[config.mk]
export PLATFORM = sky130hd
export DESIGN_NAME = led_bank_issuer
export DESIGN_NICKNAME = d
export VERILOG_FILES = /design/src/rtl/led_bank_pkg.sv /design/src/rtl/led_bank_lsb_pick.sv /design/src/rtl/led_bank_issuer.sv
export SDC_FILE = /design/constraint.sdc
export NUM_CORES = 1
export LEC_CHECK = 0
export CAP_MARGIN = 0
export CORE_MARGIN = 2
export CORE_UTILIZATION = 44
export CTS_CLUSTER_DIAMETER = 120
export DETAILED_ROUTE_END_ITERATION = 10
export SYNTH_ARGS = -nofsm -noshare
export SYNTH_HDL_FRONTEND = slang
export SYNTH_SLANG_ARGS = --single-unit
export TNS_END_PERCENT = 20
[constraint.sdc]
create_clock -name clock -period 9.85 [get_ports clock]
set_input_delay 1.97 -clock clock [delete_from_list [all_inputs] [get_ports clock]]
set_output_delay 1.97 -clock clock [all_outputs]
set_load 0.01 [all_outputs]
[src/rtl/led_bank_pkg.sv]
// Shared definitions for the LedBank instruction interface: widths, opcodes,
// issuer FSM states and the LDn instruction builder.
package led_bank_pkg;

  localparam int INST_W = 12;
  localparam int OPC_W  = 4;
  localparam int DATA_W = 8;

  localparam logic [OPC_W-1:0] OP_NOP = 4'h0;
  localparam logic [OPC_W-1:0] OP_LDI = 4'h1;
  localparam logic [OPC_W-1:0] OP_LD0 = 4'h2;
  localparam logic [OPC_W-1:0] OP_LD1 = 4'h3;
  localparam logic [OPC_W-1:0] OP_LD2 = 4'h4;
  localparam logic [OPC_W-1:0] OP_LD3 = 4'h5;
  localparam logic [OPC_W-1:0] OP_LD4 = 4'h6;
  localparam logic [OPC_W-1:0] OP_LD5 = 4'h7;
  localparam logic [OPC_W-1:0] OP_LD6 = 4'h8;
  localparam logic [OPC_W-1:0] OP_LD7 = 4'h9;

  typedef enum logic [1:0] {
    ST_IDLE  = 2'd0,
    ST_LOADI = 2'd1,
    ST_BITS  = 2'd2
  } state_t;

  // LDn opcodes are contiguous, so bit n maps to OP_LD0 + n.
  function automatic logic [INST_W-1:0] ldn_inst(input logic [2:0] n, input logic value);
    logic [OPC_W-1:0] opc;
    opc = OP_LD0 + {1'b0, n};
    return {opc, 7'b0, value};
  endfunction

endpackage

[src/rtl/led_bank_lsb_pick.sv]
// Lowest-set-bit encoder for an 8-bit vector; idx is 0 when no bit is set.
module led_bank_lsb_pick (
  input  logic [7:0] bits,
  output logic [2:0] idx,
  output logic       any
);

  // Scanning from the top down lets the lowest set bit overwrite the others.
  always_comb begin
    idx = '0;
    for (int i = 7; i >= 0; i--) begin
      if (bits[i]) idx = 3'(i);
    end
  end

  assign any = |bits;

endmodule

[src/rtl/led_bank_issuer.sv]
// LedBank initiator: tracks a shadow of the LED state and reaches each target
// pattern with either per-bit LDn instructions or a single LDI.
module led_bank_issuer
  import led_bank_pkg::*;
#(
  parameter int THRESH = 3
) (
  input  logic              clock,
  input  logic              reset,
  input  logic [DATA_W-1:0] pat,
  input  logic              pat_valid,
  output logic              pat_ready,
  input  logic              resync,
  output logic [INST_W-1:0] inst,
  output logic              inst_en
);

  localparam logic [3:0] THRESH_C = 4'(THRESH);

  state_t            state, state_nxt;
  logic [DATA_W-1:0] tgt, tgt_nxt;
  logic [DATA_W-1:0] diff, diff_nxt;
  logic [DATA_W-1:0] shadow, shadow_nxt;
  logic              synced, synced_nxt;
  logic              rs_flag, rs_flag_nxt;
  logic [INST_W-1:0] inst_nxt;
  logic              inst_en_nxt;

  logic [DATA_W-1:0] pat_diff;
  logic [3:0]        pat_ones;
  logic              accept;
  logic              want_ldi;
  logic [2:0]        cur_idx, nxt_idx;
  logic              cur_any, nxt_any;

  assign pat_ready = (state == ST_IDLE) && !reset;
  assign accept    = pat_valid && pat_ready;
  assign pat_diff  = pat ^ shadow;

  always_comb begin
    pat_ones = '0;
    for (int i = 0; i < DATA_W; i++) pat_ones = pat_ones + {3'b0, pat_diff[i]};
  end

  // A resync pulse on the accept edge itself also forces LDI.
  assign want_ldi = !synced || rs_flag || resync || (pat_ones > THRESH_C);

  // cur_* selects the bit being issued now; nxt_* the bit to issue next cycle.
  led_bank_lsb_pick u_pick_cur (.bits(diff),     .idx(cur_idx), .any(cur_any));
  led_bank_lsb_pick u_pick_nxt (.bits(diff_nxt), .idx(nxt_idx), .any(nxt_any));

  // NOTE: every variable gets a default before the case so no latch is inferred.
  always_comb begin
    state_nxt   = state;
    tgt_nxt     = tgt;
    diff_nxt    = diff;
    shadow_nxt  = shadow;
    synced_nxt  = synced;
    rs_flag_nxt = rs_flag | resync;
    unique case (state)
      ST_IDLE: begin
        if (accept) begin
          tgt_nxt  = pat;
          diff_nxt = pat_diff;
          if (want_ldi)            state_nxt = ST_LOADI;
          else if (|pat_diff)      state_nxt = ST_BITS;
        end
      end
      ST_LOADI: begin
        shadow_nxt  = tgt;
        synced_nxt  = 1'b1;
        rs_flag_nxt = resync;
        state_nxt   = ST_IDLE;
      end
      ST_BITS: begin
        if (cur_any) begin
          shadow_nxt[cur_idx] = tgt[cur_idx];
          diff_nxt[cur_idx]   = 1'b0;
        end
        if (!(|diff_nxt)) state_nxt = ST_IDLE;
      end
      default: state_nxt = ST_IDLE;
    endcase
  end

  // The instruction is registered, so it is derived from the state being entered.
  always_comb begin
    inst_en_nxt = 1'b0;
    inst_nxt    = '0;
    case (state_nxt)
      ST_LOADI: begin
        inst_en_nxt = 1'b1;
        inst_nxt    = {OP_LDI, tgt_nxt};
      end
      ST_BITS: begin
        if (nxt_any) begin
          inst_en_nxt = 1'b1;
          inst_nxt    = ldn_inst(nxt_idx, tgt_nxt[nxt_idx]);
        end
      end
      default: ;
    endcase
  end

  // NOTE: state registers use non-blocking assignments so all update together.
  always_ff @(posedge clock or posedge reset) begin
    if (reset) begin
      state   <= ST_IDLE;
      tgt     <= '0;
      diff    <= '0;
      shadow  <= '0;
      synced  <= 1'b0;
      rs_flag <= 1'b0;
      inst    <= '0;
      inst_en <= 1'b0;
    end else begin
      state   <= state_nxt;
      tgt     <= tgt_nxt;
      diff    <= diff_nxt;
      shadow  <= shadow_nxt;
      synced  <= synced_nxt;
      rs_flag <= rs_flag_nxt;
      inst    <= inst_nxt;
      inst_en <= inst_en_nxt;
    end
  end

endmodule

==> results of run 1 <==
==> sequential cells by signal, summed over array words and instances (netlist names) <==
name	cells
state	2
inst_en	1
rs_flag	1
diff	8
tgt	8
inst	12
synced	1
shadow	8
==> through the flow <==
step,power (µW),hold slack (ns),instance area [µm²],util (%),std cells
after floorplan,576,0.434,2470,-,264
after global placement,684,0.480,2760,50.4,348
after global routing,905,0.538,2880,52.6,356
after detailed placement,686,0.484,2760,50.4,348
after CTS,833,0.502,2880,52.6,356
final,830,0.508,2880,52.6,356
==> routing by layer <==
| layer | vias up | wire length [µm] |
|---|---|---|
| li1 | 983 | - |
| met1 | 992 | 3040 |
| met2 | 52 | 3000 |
| met3 | 8 | 275 |
| met4 | 0 | 106 |
| met5 | - | 0 |
==> logic make-up after synthesis <==
kind of cell    after synthesis  synth area share [%]
flops                        41                  41.5
xor+xnor                      8                  2.83
simple gates                 85                  18.5
compound gates               76                  21.7
buf+inv                      35                  5.82
fa+ha+maj                     9                  5.46
mux                          10                  4.20
==> cells in the final DEF, fill, tap and decap left out, types with 2 or more instances in the layout <==
cell type / count
sky130_fd_sc_hd__dfrtp_1: 41
sky130_fd_sc_hd__clkdlybuf4s50_1: 25
sky130_fd_sc_hd__nor2_1: 21
sky130_fd_sc_hd__o21ai_0: 20
sky130_fd_sc_hd__inv_1: 20
sky130_fd_sc_hd__nand2_1: 17
sky130_fd_sc_hd__a21oi_1: 12
sky130_fd_sc_hd__nor3_1: 8
sky130_fd_sc_hd__xor2_1: 7
sky130_fd_sc_hd__nand2b_1: 7
sky130_fd_sc_hd__mux2i_1: 7
sky130_fd_sc_hd__nor2b_1: 7
sky130_fd_sc_hd__ha_1: 6
sky130_fd_sc_hd__clkbuf_8: 6
sky130_fd_sc_hd__and2_1: 5
sky130_fd_sc_hd__a32oi_1: 5
sky130_fd_sc_hd__o31ai_1: 4
sky130_fd_sc_hd__a22oi_1: 4
sky130_fd_sc_hd__o21a_1: 3
sky130_fd_sc_hd__mux2_2: 3
sky130_fd_sc_hd__or4_1: 3
sky130_fd_sc_hd__a211oi_1: 3
sky130_fd_sc_hd__nor4_1: 3
sky130_fd_sc_hd__fa_1: 3
sky130_fd_sc_hd__or4_4: 2
sky130_fd_sc_hd__o32ai_1: 2
sky130_fd_sc_hd__o211ai_1: 2
sky130_fd_sc_hd__nand3_1: 2
sky130_fd_sc_hd__o31a_1: 2
sky130_fd_sc_hd__a21o_1: 2
sky130_fd_sc_hd__o211ai_2: 2
sky130_fd_sc_hd__buf_4: 2
==> final timing paths <==
| path | slack [ns] | from | end |
|---|---|---|---|
| setup reg to reg | 5.57 | shadow[3] | inst[0] |
| hold reg to reg | 0.51 | rs_flag | rs_flag |
| hold / removal | 0.51 | rs_flag | rs_flag |
| max in group asynchronous | 6.80 | reset | diff[5] |
| setup / recovery | 3.83 | pat[3] | inst[0] |
| min in group asynchronous | 2.26 | reset | inst[9] |
==> report_power, final <==
group	switching, µW	total (µW)	internal, µW
registers	87.7	308	220
clock network	60.4	143	82.5
logic	219	379	160
==> area by class of cell <==
| cell class | instances | area, µm² | share of cell area [%] |
|---|---|---|---|
| clock inverter | 2 | 37.5 | 1.30 |
| timing repair buffer | 27 | 265 | 9.21 |
| sequential | 41 | 1030 | 35.6 |
| clock buffer | 6 | 82.6 | 2.87 |
| tap | 72 | 90.1 | 3.13 |
| multi-input combinational | 188 | 1300 | 45.3 |
| inverter | 20 | 75.1 | 2.61 |
==> critical path: stages <==
cell and delay [ns]:
sky130_fd_sc_hd__clkdlybuf4s50_1 0.49, sky130_fd_sc_hd__xor2_1 0.36, sky130_fd_sc_hd__fa_1 0.51, sky130_fd_sc_hd__fa_1 0.50, sky130_fd_sc_hd__fa_1 0.41, sky130_fd_sc_hd__ha_1 0.28
sky130_fd_sc_hd__nand3_1 0.06, sky130_fd_sc_hd__nand4_1 0.12, sky130_fd_sc_hd__o31a_1 0.32, sky130_fd_sc_hd__inv_1 0.08, sky130_fd_sc_hd__ha_1 0.24, sky130_fd_sc_hd__nand2b_1 0.21
sky130_fd_sc_hd__or3_1 0.33, sky130_fd_sc_hd__o31a_1 0.30, sky130_fd_sc_hd__o211ai_2 0.07
==> metrics list, run 1 <==
* Number of standard cells after synthesis: 264
* Async SR Flop Fraction: 100%
- For this configuration, the core starts out at a cell density of 45.2%.
* Post-DP HPWL: 4820 µm
* Die Y: 79.0 µm
- In this run, synthesis inferred 0 flip-flops with an integrated enable.
* CP Capture Type: register
- Worst setup path class: primary input to register
* Die area: 6240 µm²
- DRC violation count after routing: 0
- In this run, distinct cell masters in the synthesized netlist total 59.
- Layout Skew: 0.00849 ns
* Antenna violations before repair: 0
* Top flip-flop cell by instance count after synthesis: sky130_fd_sc_hd__dfrtp_1
* Most used standard cell by instance count after synthesis: sky130_fd_sc_hd__dfrtp_1
- In this run the post-CTS setup repair buffer count came out at 0.
- During I/O placement, the number of pins put on the boundary was 26.
- Largest fanout of any net on the critical path: 5
- For this run, global-route usage on met3 was measured as 4.20%.
* Syn_nets: 285
* Total number of vias: 2,035
- Fraction of final layout cells with drive strength greater than 1: 8.80%
* Netlist area before placement: 2470 µm²
- In this run the core area contains 27 standard-cell rows.
* Power density relative to cell area: 288 nW/µm²
- Clock latency on the worst-skew pair, taken at its later pin, is 0.29 ns.
* CTS clk-pin slew, worst paths: 0.08 ns
- Arrival time at the worst endpoint: 6.23 ns
- Setup violations remaining at the end of the flow were counted as 0.
- Ys Warns: 0
- Fraction of the yosys area taken by sequential cells: 41.5%
* CP Launch Type: primary input
* Most used routing layer in global routing: met2
* Logic depth of the worst register-to-register path: 14
- In this run the remaining antenna-violating nets after routing total 0.
- Max_cap viols: 0
* GRT Total Usage: 22.5%
- The final layout contains 304 nets.
- OpenSTA, run right after detailed placement, puts the worst setup slack at 3.54 ns.
* Total clock sinks: 41
- FILL cells: 527
- Clk root buf: sky130_fd_sc_hd__clkbuf_8
- # port buffers: 25
* List of most frequent post-synthesis cells: sky130_fd_sc_hd__dfrtp_1 (41), sky130_fd_sc_hd__nor2_1 (21), sky130_fd_sc_hd__inv_1 (20), sky130_fd_sc_hd__o21ai_0 (20), sky130_fd_sc_hd__nand2_1 (17)
- Leak: 0.00125 µW
* Top achievable clock speed: 0.166 GHz
- Number of pins exceeding their max-slew limit in the final report: 0
* Met2 routing resource usage after global routing: 35.6%
* Final count of hold timing violations: 0
* Number of global-route vias before repair: 2,115
- Yosys reg bits: 41
- After synthesis, the mean cell area works out to 9.37 µm².
* Worst supply voltage drop on vdd: 0.000110 V
- In the final timing run, aggregate negative setup slack is 0 ns.
- Number of gates resized after cts: 0
* Violation count after the first detailed-route iteration: 143
* Placer's final routability congestion estimate: 0.875
- Overflow left after global routing: 0
- In the final routed layout, each cell accounts on average for 18.0 µm.
- The total area inside the core boundary comes to 5470 µm².
- Counting instances, the worst hold path has a depth of 1.
- After layout, the worst setup slack is 3.83 ns.
- The number of antenna diodes in the final layout is 0.
- Using the TritonRoute via totals, the vias-per-cell ratio works out to 5.72.
* Post-route minimum period: 6.02 ns
* Clock buffer depth: 2
* Die W: 79.0 µm
- Summed over all instances, the cell type with the most area after synthesis is sky130_fd_sc_hd__dfrtp_1.
- Initial DRT Pass Iterations: 4
- RSZ-0062 raised after global routing: false
* Area growth from synthesis to final layout: 16.4%
* GRT met1 Usage: 31.3%
* Crit share post-route: 61.1%
- TritonCTS built the clock tree.
* CTS Buf Count: 5
- Total wire length: 6420 µm
- The run finished with clean final reports.
- In this run the biggest area consumer among cell types represents 41.5% of the synthesized area.
* Maximum number of pins on one net before global-route repair: 23
- Top post-synthesis cells by area: sky130_fd_sc_hd__dfrtp_1 (41%), sky130_fd_sc_hd__o21ai_0 (4.0%), sky130_fd_sc_hd__nor2_1 (3.2%)
- The H-tree was split into 2 levels.
* WP data required: 10.07 ns
- The min-delay analysis places its worst path in the category register to register.
* Worst relative slew slack: 40.6%
* Wire length of the first global-routing pass: 10,800 µm
* Hold bufs inserted after CTS: 0
- Actual slew at the worst max-slew pin: 0.887 ns
(Power assumes the default switching activity.)
==> run 2: changes to the inputs <==
==> constraint.sdc (replaced) <==
create_clock -name clock -period 5.6 [get_ports clock]
set_input_delay 1.12 -clock clock [delete_from_list [all_inputs] [get_ports clock]]
set_output_delay 1.12 -clock clock [all_outputs]
set_load 0.01 [all_outputs]
==> metrics list, run 2 (synthesized netlist as in run 1, its figures left out) <==
* Initial DRT Pass Iterations: 5
- Number of pins exceeding their max-slew limit in the final report: 0
- Relative contribution of the clock network to total power: 19.3%
- Clk root buf: sky130_fd_sc_hd__clkbuf_8
- For this design the ratio of total power to cell area is 518 nW/µm².
- The count of buffers added on input and output ports is 25.
- Die W: 79.0 µm
- Cells fill 53.4% of the core in the end.
* Area growth from synthesis to final layout: 18.1%
- Worst Hold Class: register to register
* Layout Cell Area excl Fill: 2920 µm²
* Antenna violations before repair: 0
- During I/O placement, the number of pins put on the boundary was 26.
- GRT Total Usage: 22.0%
* Number of gates resized after cts: 0
- Placer's final routability congestion estimate: 0.910
- DP Worst Slack: 0.131 ns
- Counting I/O delays and the setup requirement, the final critical path takes 5.18 ns.
- Sequential share of power: 35.7%
- TritonCTS built the clock tree.
- Largest fanout of any net on the critical path: 5
- The die covers 6240 µm².
* Layout Skew: 0.00524 ns
* Most common cell after layout, fill and taps aside: sky130_fd_sc_hd__dfrtp_1
- After detailed routing, the number of vias per cell comes to 5.64.
* Comb pwr share: 45.0%
- Number of failing setup endpoints in the final timing report: 0
- Overflow left after global routing: 0
- Wire length of the first global-routing pass: 10,400 µm
- Total wire length: 6320 µm
- STA classifies the critical path endpoint as a register.
- Broken down by cell family, the worst path's largest delay share belongs to adder cells.
- Clock latency reported for the late side of the worst-skew pair: 0.30 ns
* Buffers plus inverters on the worst setup path: 2
* Number of rows created at floorplan: 27
- Clock buffer depth: 2
- Count of antenna diodes in the layout: 0
- After legalization and detailed placement, the total HPWL measured 4780 µm.
- Clock tree synthesis found a total of 41 sinks.
- The detailed router placed 2,025 vias in this run.
- Across the VDD grid, the largest voltage drop is 0.000206 V.
- Entering global routing, the biggest net connects 24 pins.
- Buffers added to address setup during post-CTS repair amount to 0.
- Leak: 0.00127 µW
- Fraction of final layout cells with drive strength greater than 1: 9.76%
- Post-layout instance count excluding filler cells: 359
- Biggest register: inst
- Dividing the detail-routed wire length by the instance count gives 17.6 µm.
* Starting density of the core: 45.2%
- CP Cell Sequence: clkdlybuf4s50_1, xor2_1, fa_1, fa_1, fa_1, ha_1, nand3_1, nand4_1, o31a_1, inv_1, ha_1, nand2b_1, or3_1, o31a_1, o211ai_2
- Dividing the final minimum period by the clock period gives 92.5%.
* Worst relative slew slack: 43.1%
- Most used cells in the layout excluding fill and tap cells: sky130_fd_sc_hd__dfrtp_1 (41), sky130_fd_sc_hd__clkdlybuf4s50_1 (25), sky130_fd_sc_hd__nor2_1 (21)
- Setup slack on the critical path of the routed design comes to 0.421 ns.
- CTS Buf Count: 5
- Number of flip-flops in the largest register: 12
* Proportion of total power due to net switching: 43.2%
- Cell occurring most often along the worst timing path: sky130_fd_sc_hd__fa_1
- Violation count after the first detailed-route iteration: 229
- Outcome: finished clean
* Die Y: 79.0 µm
- Post-route antenna net violation count: 0
- Arrival time at the worst endpoint: 5.40 ns
* Actual slew at the worst max-slew pin: 0.849 ns
- For this design, the slowest cell found on the critical path is sky130_fd_sc_hd__fa_1.
* Hold bufs inserted after CTS: 0
- After detailed routing, the number of remaining DRC violations is 0.
- Timing would allow up to 0.193 GHz.
- Including well taps, the total number of placed cells is 351.
- WP data required: 5.83 ns
- Area of the placeable core: 5470 µm²
- Worst setup path class: primary input to register
* Placed cell areas: 2780 µm²
* RSZ-0062 raised after global routing: false
- The number of hold-slack violations in the final timing report was 0.
* Slowest cell delay on critical path: 0.50 ns
- CTS clk-pin slew, worst paths: 0.08 ns
- Max-cap violations in this run came to 0.
- Cell internal power was estimated by the tool at 858 µW.
* CP Launch Type: primary input
* Power spent charging and discharging nets: 654 µW
- The via count of the first global-routing pass was 1,979.
* Total negative slack: 0 ns
- After the last flow step, the layout net total stands at 307.
- Number of levels in the clock H-tree: 2
## run 2: worst paths after layout
check	from	endpoint	slack, ns	cells past startpoint
worst min register to register	rs_flag	rs_flag	0.50	1
max in group asynchronous	reset	inst[0]	3.45	3
worst min-delay path	rs_flag	rs_flag	0.50	1
min in group asynchronous	reset	diff[5]	1.36	2
worst max register to register	shadow[1]	inst[0]	1.32	14
worst max-delay path	pat[1]	inst[0]	0.42	15
## run 2: layout make-up
type                            instances  area (µm²)
Clock buffer                            5        68.8
Clock inverter                          3        68.8
Fill cell                             520        2550
Inverter                               20        75.1
Multi-Input combinational cell        188        1300
Sequential cell                        41        1030
Tap cell                               72        90.1
Timing Repair Buffer                   30         288
## run 2: worst register-to-register path: stages (launching register included)
cell and delay [ns]:
sky130_fd_sc_hd__dfrtp_1 0.40, sky130_fd_sc_hd__xor2_1 0.40, sky130_fd_sc_hd__fa_1 0.50, sky130_fd_sc_hd__fa_1 0.49, sky130_fd_sc_hd__fa_1 0.41, sky130_fd_sc_hd__ha_1 0.27, sky130_fd_sc_hd__nand3_1 0.06, sky130_fd_sc_hd__nand4_1 0.12
sky130_fd_sc_hd__o31a_1 0.32, sky130_fd_sc_hd__inv_1 0.08, sky130_fd_sc_hd__ha_1 0.24, sky130_fd_sc_hd__nand2b_1 0.21, sky130_fd_sc_hd__or3_1 0.33, sky130_fd_sc_hd__o31a_1 0.30, sky130_fd_sc_hd__o211ai_2 0.07
## run 2: through the flow
stage / hold WS (ns) / total power [µW]
6_report: 0.501 / 1510
3_5_place_dp: 0.482 / 1220
4_1_cts: 0.502 / 1510
5_1_grt: 0.526 / 1630
3_3_place_gp: 0.471 / 1210
2_1_floorplan: 0.434 / 1010
## run 2: power groups by stage
stage,combinational [µW],sequential [µW],clock (µW)
finish,680,540,292
global route,770,557,307
CTS,681,534,298
detailed placement,679,539,0
global placement,672,539,0
floorplan,559,454,0
## run 2: routing by layer
metal / up-vias / wire (µm) / global-route usage (%)
met4: 0 / 99 / 6.21
met2: 71 / 2850 / 33.0
met5: - / 0 / 0
li1: 985 / - / -
met1: 959 / 3040 / 32.7
met3: 10 / 324 / 3.98
==> run 3: changes to the inputs <==
--- a/config.mk
+++ b/config.mk
@@ -10,6 +10,7 @@
 export CORE_UTILIZATION = 44
 export CTS_CLUSTER_DIAMETER = 120
 export DETAILED_ROUTE_END_ITERATION = 10
+export SKIP_CTS_REPAIR_TIMING = 1
 export SYNTH_ARGS = -nofsm -noshare
 export SYNTH_HDL_FRONTEND = slang
 export SYNTH_SLANG_ARGS = --single-unit
==> results of run 3 <==
The final DEF is identical to that of run 2; final timing and power are the same.
